<file path="src/rtl/wb_commit_unit.sv">
// rtl/wb_commit_unit.sv - write-back/commit stage: regfile/CSR/trap strobes and next-PC handoff
module wb_commit_unit #(
    parameter int              XLEN        = 32,
    parameter logic [XLEN-1:0] RESET_PC    = 32'h3000_0000,
    parameter logic [XLEN-1:0] ECALL_CAUSE = 32'd11
) (
    input  logic            clock,
    input  logic            i_rst_n,
    input  logic            i_pre_valid,
    output logic            o_pre_ready,
    input  logic [XLEN-1:0] i_res,
    input  logic [XLEN-1:0] i_pc,
    input  logic [XLEN-1:0] i_imm,
    input  logic [XLEN-1:0] i_rs1,
    input  logic [4:0]      i_rd,
    input  logic            i_rd_wen,
    input  logic            i_brch,
    input  logic            i_jal,
    input  logic            i_jalr,
    input  logic            i_ecall,
    input  logic            i_mret,
    input  logic            i_csr_wen,
    input  logic [11:0]     i_csr_addr,
    input  logic [XLEN-1:0] i_csr_rdata,
    input  logic [XLEN-1:0] i_mtvec,
    input  logic [XLEN-1:0] i_mepc,
    output logic            o_rf_wen,
    output logic [4:0]      o_rf_waddr,
    output logic [XLEN-1:0] o_rf_wdata,
    output logic            o_csr_wen,
    output logic [11:0]     o_csr_waddr,
    output logic [XLEN-1:0] o_csr_wdata,
    output logic            o_trap_wen,
    output logic [XLEN-1:0] o_mepc,
    output logic [XLEN-1:0] o_mcause,
    output logic [XLEN-1:0] o_npc,
    output logic            o_npc_valid,
    input  logic            i_ifu_ready
);

    typedef enum logic [1:0] {S_IDLE, S_WB, S_NPC} state_t;

    state_t          r_state;
    logic            r_pre_ready;
    logic [XLEN-1:0] r_pc;
    logic [XLEN-1:0] r_imm;
    logic [XLEN-1:0] r_rs1;
    logic            r_taken;
    logic            r_brch;
    logic            r_jal;
    logic            r_jalr;
    logic            r_ecall;
    logic            r_mret;
    logic [XLEN-1:0] r_mtvec;
    logic [XLEN-1:0] r_mepc_in;
    logic            r_rf_wen;
    logic [4:0]      r_rf_waddr;
    logic [XLEN-1:0] r_rf_wdata;
    logic            r_csr_wen;
    logic [11:0]     r_csr_waddr;
    logic [XLEN-1:0] r_csr_wdata;
    logic            r_trap_wen;
    logic [XLEN-1:0] r_mepc;
    logic [XLEN-1:0] r_npc;
    logic            r_npc_valid;

    logic [XLEN-1:0] w_pc_imm;
    logic [XLEN-1:0] w_rs1_imm;
    logic [XLEN-1:0] w_npc;

    // Next-PC selection from the captured instruction; ecall outranks every other redirect
    always_comb begin
        w_pc_imm  = r_pc + r_imm;
        w_rs1_imm = r_rs1 + r_imm;
        w_npc     = r_pc + XLEN'(4);
        if (r_ecall)               w_npc = r_mtvec;
        else if (r_mret)           w_npc = r_mepc_in;
        else if (r_jal)            w_npc = w_pc_imm;
        else if (r_jalr)           w_npc = {w_rs1_imm[XLEN-1:1], 1'b0};
        else if (r_brch && r_taken) w_npc = w_pc_imm;
    end

    // Commit FSM: capture at handshake, strobe for one WB cycle, hold next PC until fetch takes it
    always_ff @(posedge clock or negedge i_rst_n) begin
        if (!i_rst_n) begin
            r_state     <= S_IDLE;
            r_pre_ready <= 1'b1;
            r_pc        <= '0;
            r_imm       <= '0;
            r_rs1       <= '0;
            r_taken     <= 1'b0;
            r_brch      <= 1'b0;
            r_jal       <= 1'b0;
            r_jalr      <= 1'b0;
            r_ecall     <= 1'b0;
            r_mret      <= 1'b0;
            r_mtvec     <= '0;
            r_mepc_in   <= '0;
            r_rf_wen    <= 1'b0;
            r_rf_waddr  <= '0;
            r_rf_wdata  <= '0;
            r_csr_wen   <= 1'b0;
            r_csr_waddr <= '0;
            r_csr_wdata <= '0;
            r_trap_wen  <= 1'b0;
            r_mepc      <= '0;
            r_npc       <= RESET_PC;
            r_npc_valid <= 1'b0;
        end else begin
            case (r_state)
                S_IDLE: begin
                    if (i_pre_valid && r_pre_ready) begin
                        r_pc        <= i_pc;
                        r_imm       <= i_imm;
                        r_rs1       <= i_rs1;
                        r_taken     <= i_res[0];
                        r_brch      <= i_brch;
                        r_jal       <= i_jal;
                        r_jalr      <= i_jalr;
                        r_ecall     <= i_ecall;
                        r_mret      <= i_mret;
                        r_mtvec     <= i_mtvec;
                        r_mepc_in   <= i_mepc;
                        // Strobes are registered here so they are high exactly during WB
                        r_rf_wen    <= i_rd_wen && (i_rd != 5'd0);
                        r_rf_waddr  <= i_rd;
                        r_rf_wdata  <= i_csr_wen ? i_csr_rdata : i_res;
                        r_csr_wen   <= i_csr_wen;
                        r_csr_waddr <= i_csr_addr;
                        r_csr_wdata <= i_res;
                        r_trap_wen  <= i_ecall;
                        r_mepc      <= i_pc;
                        r_pre_ready <= 1'b0;
                        r_state     <= S_WB;
                    end
                end
                S_WB: begin
                    r_rf_wen    <= 1'b0;
                    r_csr_wen   <= 1'b0;
                    r_trap_wen  <= 1'b0;
                    r_npc       <= w_npc;
                    r_npc_valid <= 1'b1;
                    r_state     <= S_NPC;
                end
                S_NPC: begin
                    if (i_ifu_ready) begin
                        r_npc_valid <= 1'b0;
                        r_pre_ready <= 1'b1;
                        r_state     <= S_IDLE;
                    end
                end
                default: begin
                    r_npc_valid <= 1'b0;
                    r_pre_ready <= 1'b1;
                    r_state     <= S_IDLE;
                end
            endcase
        end
    end

    assign o_pre_ready = r_pre_ready;
    assign o_rf_wen    = r_rf_wen;
    assign o_rf_waddr  = r_rf_waddr;
    assign o_rf_wdata  = r_rf_wdata;
    assign o_csr_wen   = r_csr_wen;
    assign o_csr_waddr = r_csr_waddr;
    assign o_csr_wdata = r_csr_wdata;
    assign o_trap_wen  = r_trap_wen;
    assign o_mepc      = r_mepc;
    assign o_mcause    = ECALL_CAUSE;
    assign o_npc       = r_npc;
    assign o_npc_valid = r_npc_valid;

endmodule

</file>
<file path="config.mk">
export PLATFORM = sky130hd
export DESIGN_NAME = wb_commit_unit
export DESIGN_NICKNAME = d
export VERILOG_FILES = /design/src/rtl/wb_commit_unit.sv
export SDC_FILE = /design/constraint.sdc
export NUM_CORES = 1
export LEC_CHECK = 0
export BUFFER_PORTS_ARGS = -buffer_cell sky130_fd_sc_hd__buf_4
export CORE_MARGIN = 3
export CORE_UTILIZATION = 40
export DETAILED_ROUTE_END_ITERATION = 10
export PLACE_DENSITY = 0.61
export SYNTH_ARGS = -nofsm -noshare
export SYNTH_HDL_FRONTEND = slang
export SYNTH_SLANG_ARGS = --single-unit
</file>
<file path="constraint.sdc">
create_clock -name clock -period 4.35 [get_ports clock]
set_clock_uncertainty 0.15 [all_clocks]
set_input_delay 0.87 -clock clock [delete_from_list [all_inputs] [get_ports clock]]
set_output_delay 0.87 -clock clock [all_outputs]
set_load 0.02 [all_outputs]
</file>
==> summary.txt <==
Synthesis
  • Multiplexer area fraction after synthesis: 0.170
  • Syn_area_per_cell: roughly 11 um^2
  • Syn Inst Count: roughly 1.5k
  • Yosys warns: 0
  • Top-area cell type share of the netlist area: 0.438
  • Yosys top cell by area: dfrtp_1
  • Cell variety after synth: 76
  • FFs w/ async S/R, synth: 1.00
  • Most common flop cell mapped by yosys: dfrtp_1
  • Seq/Total Area, Yosys: 0.443
  • Xor/xnor cell area share of the yosys netlist: 0.0446
  • Largest cells by area after synthesis: dfrtp_1, mux2_2, ha_1, a21oi_1, xor2_1
  • Synth Area in Simple Gates: 0.0903
  • Compound-Gate Fraction of Synth Area: 0.162
  • Mapped cell area: between 15000 and 20000 um^2
  • Adder-Cell Fraction of Synth Area: 0.0507
  • Post-synth EDFFs: 0
  • Main combinational cell family by area after synthesis: multiplexers
  • Flops & latches, synth: about 290

Clock tree
  • Clk buf depth: 3
  • Clock edge transition at the registers on the reported setup and hold paths: roughly 60 ps
  • TritonCTS clock tree: yes
  • Clk Latency, worst-skew pair: 540 ps
  • Resized cells post-CTS: 0
  • H-tree levels: 2
  • Post-CTS setup buffer count: 0
  • CTS Hold Bufs: 0
  • Cts bufs inserted: 34
  • Root buf cell: clkbuf_16
  • CTS sink count: approximately 290

Die
  • Cell Rows: 72
  • DIE WIDTH: slightly above 200 um
  • # IOs: approximately 430
  • Die area: ~43000 um^2
  • Core area: 39200 um^2
  • Initial core utilization: 0.411
  • Die Y: between 200 and 250 um

GRT
  • First-pass GRT wire length: 80900 um
  • Vias in the first global route: 13.6k
  • Largest net degree at the start of global routing: approximately 110
  • Grt ovf: 0
  • GRT Util Overall: 0.249
  • Antenna violations before repair: 3

Critical path
  • R2r endpoint: o_npc[28]
  • WP data required: roughly 4600 ps
  • Crit-path cells: and2_1 -> fa_1 -> a21o_1 -> a221oi_4 -> o211ai_2 -> a2111oi_4 -> nor2_1 -> a41o_1 -> xor2_1 -> a222oi_1 -> o22ai_1
  • CP max stage delay: 530 ps
  • Crit-path slowest cell: a2111oi_4
  • WS Path Type: register to register
  • CP arrival: between 3000 and 4000 ps
  • Crit path launch type: register
  • CP max FO: 4
  • Crit end category: register
  • R2r setup slk: around 690 ps
  • R2R Path Start: r_imm[0]
  • Register-to-Register Path Depth: 11

Detailed routing
  • Post-Route WL: between 50000 and 60000 um
  • DRC: 0
  • DRT Pass-1 Iters: 6
  • Wire per inst: about 22 um
  • Vias post-DR: between 10k and 15k
  • Initial DRC Count: 856
  • Vias per cell: between 5 and 6
  • Post-DRT Antenna Nets: 0

Finish
  • Fillers: between 3k and 4k
  • Post-route cell area: between 20000 and 25000 um^2
  • Share of cells above drive strength 1: 0.375
  • Most frequent cells in the layout: buf_4, dfrtp_1, mux2_2
  • Commonest non-fill, non-tap cell in the layout: buf_4
  • # diodes: 0
  • Area Overhead vs Synth: 28.6%
  • Nets: between 2k and 2.5k

Hold path
  • Hold crit path type: input port to async pin

STA
  • Relative slew slack: 0.389
  • FMAX: ~270 MHz
  • Final Critical Period: roughly 3700 ps
  • RSZ-0062 raised after global routing: false
  • Final TNS setup: 0 ps
  • Final setup vio count: 0
  • Fin. Hold Viols: 0
  • Max-slew violations: 0
  • Crit share post-route: 0.841
  • Worst-margin pin slew: 907 ps

Status
  • Outcome: complete, no violations

Place
  • GPL Wtd Cong: about 0.94
  • # port buffers: approximately 400
  • Post-detail-place hpwl: 42300 um
  • Dpl cell area: 19600 um^2

Pwr
  • Power density cells: approximately 640 nW/um^2
  • Lkg Pwr: about 10 nW
  • VDD IR max: roughly 0.0004 V
  • Power, Total: 13.2 mW

Job
  • Max cap viols: 0
## routing by layer
layer  share of wire  up-vias  GRT usage
li1                -     6250          -
met3           0.073      100     0.0615
met1            0.40     6556      0.313
met2            0.49      449      0.418
met5          0.0011        -          0
met4           0.035        6     0.0895
## critical path, delay by kind of cell (launching register included)
kind | cells | cell delay (ps)
compound gates | 7 | 2140
xor+xnor | 1 | 150
fa+ha+maj | 1 | 400
flops | 1 | 400
simple gates | 2 | 330
## stage by stage
stage | hold slack [ps] | cells | setup slack [ps] | util
floorplan | 322 | 1547 | 1210 | -
global placement | 318 | 2370 | 757 | 0.499
detailed placement | 330 | 2370 | 737 | 0.499
CTS | 151 | 2431 | 688 | 0.528
global route | 179 | 2431 | 392 | 0.528
finish | 147 | 2431 | 692 | 0.528
## cell families (layout without fill, tap and decap cells)
family / after synthesis / after routing
flops: 285 / 285
xor+xnor: 82 / 82
simple gates: 307 / 307
buf+inv: 133 / 499
other cells: 2 / 32
mux: 247 / 247
compound gates: 397 / 397
fa+ha+maj: 64 / 64
## Yosys cell counts, types with 8 or more instances
master / n
a211oi_1: 14
a21o_1: 33
a21oi_1: 134
a221oi_1: 19
a31oi_1: 12
and2_1: 9
and3_1: 13
buf_4: 33
clkbuf_1: 77
dfrtp_1: 282
ha_1: 62
inv_1: 16
mux2_2: 212
mux2i_1: 35
nand2_1: 95
nand2b_1: 8
nand3_1: 23
nand4_1: 14
nor2_1: 98
nor2b_1: 9
o211ai_1: 14
o21a_1: 10
o21ai_0: 72
o221ai_1: 8
o22ai_1: 11
or3_1: 8
xnor2_1: 37
xor2_1: 45
## power breakdown
part	switching (mW)	internal (mW)
registers	0.805	3.52
clock network	1.15	1.77
logic	3.42	2.54
## state kept, by name (all words and copies together), names as in the netlist, 2 cells and up
register and cells:
o_csr_wdata 32, o_rf_waddr 5, r_rs1 32, o_rf_wdata 32, r_state 2, o_mepc 32
o_npc 32, r_mepc_in 32, r_mtvec 32, o_csr_waddr 12, r_imm 32
## cell type report
class	count	area [um^2]	area share
clock inverters	12	158	0.00761
inverters	16	60.1	0.00290
repair buffers	422	3250	0.157
well taps	518	648	0.0313
multi-input cells	1129	8470	0.409
flip-flops and latches	285	7140	0.345
clock buffers	49	987	0.0477
## worst max-delay path by stage
stage,endpoint,startpoint,slack (ps),cells after the start
final,o_npc[28],r_imm[0],690,11
after global routing,o_npc[28],r_imm[0],390,11
after CTS,o_npc[28],r_imm[0],690,11
after detailed placement,o_npc[28],r_imm[0],740,11
after global placement,o_npc[28],r_imm[0],760,11
after floorplan,o_npc[30],r_imm[0],1210,11
Power figures use the tool's default switching activity.
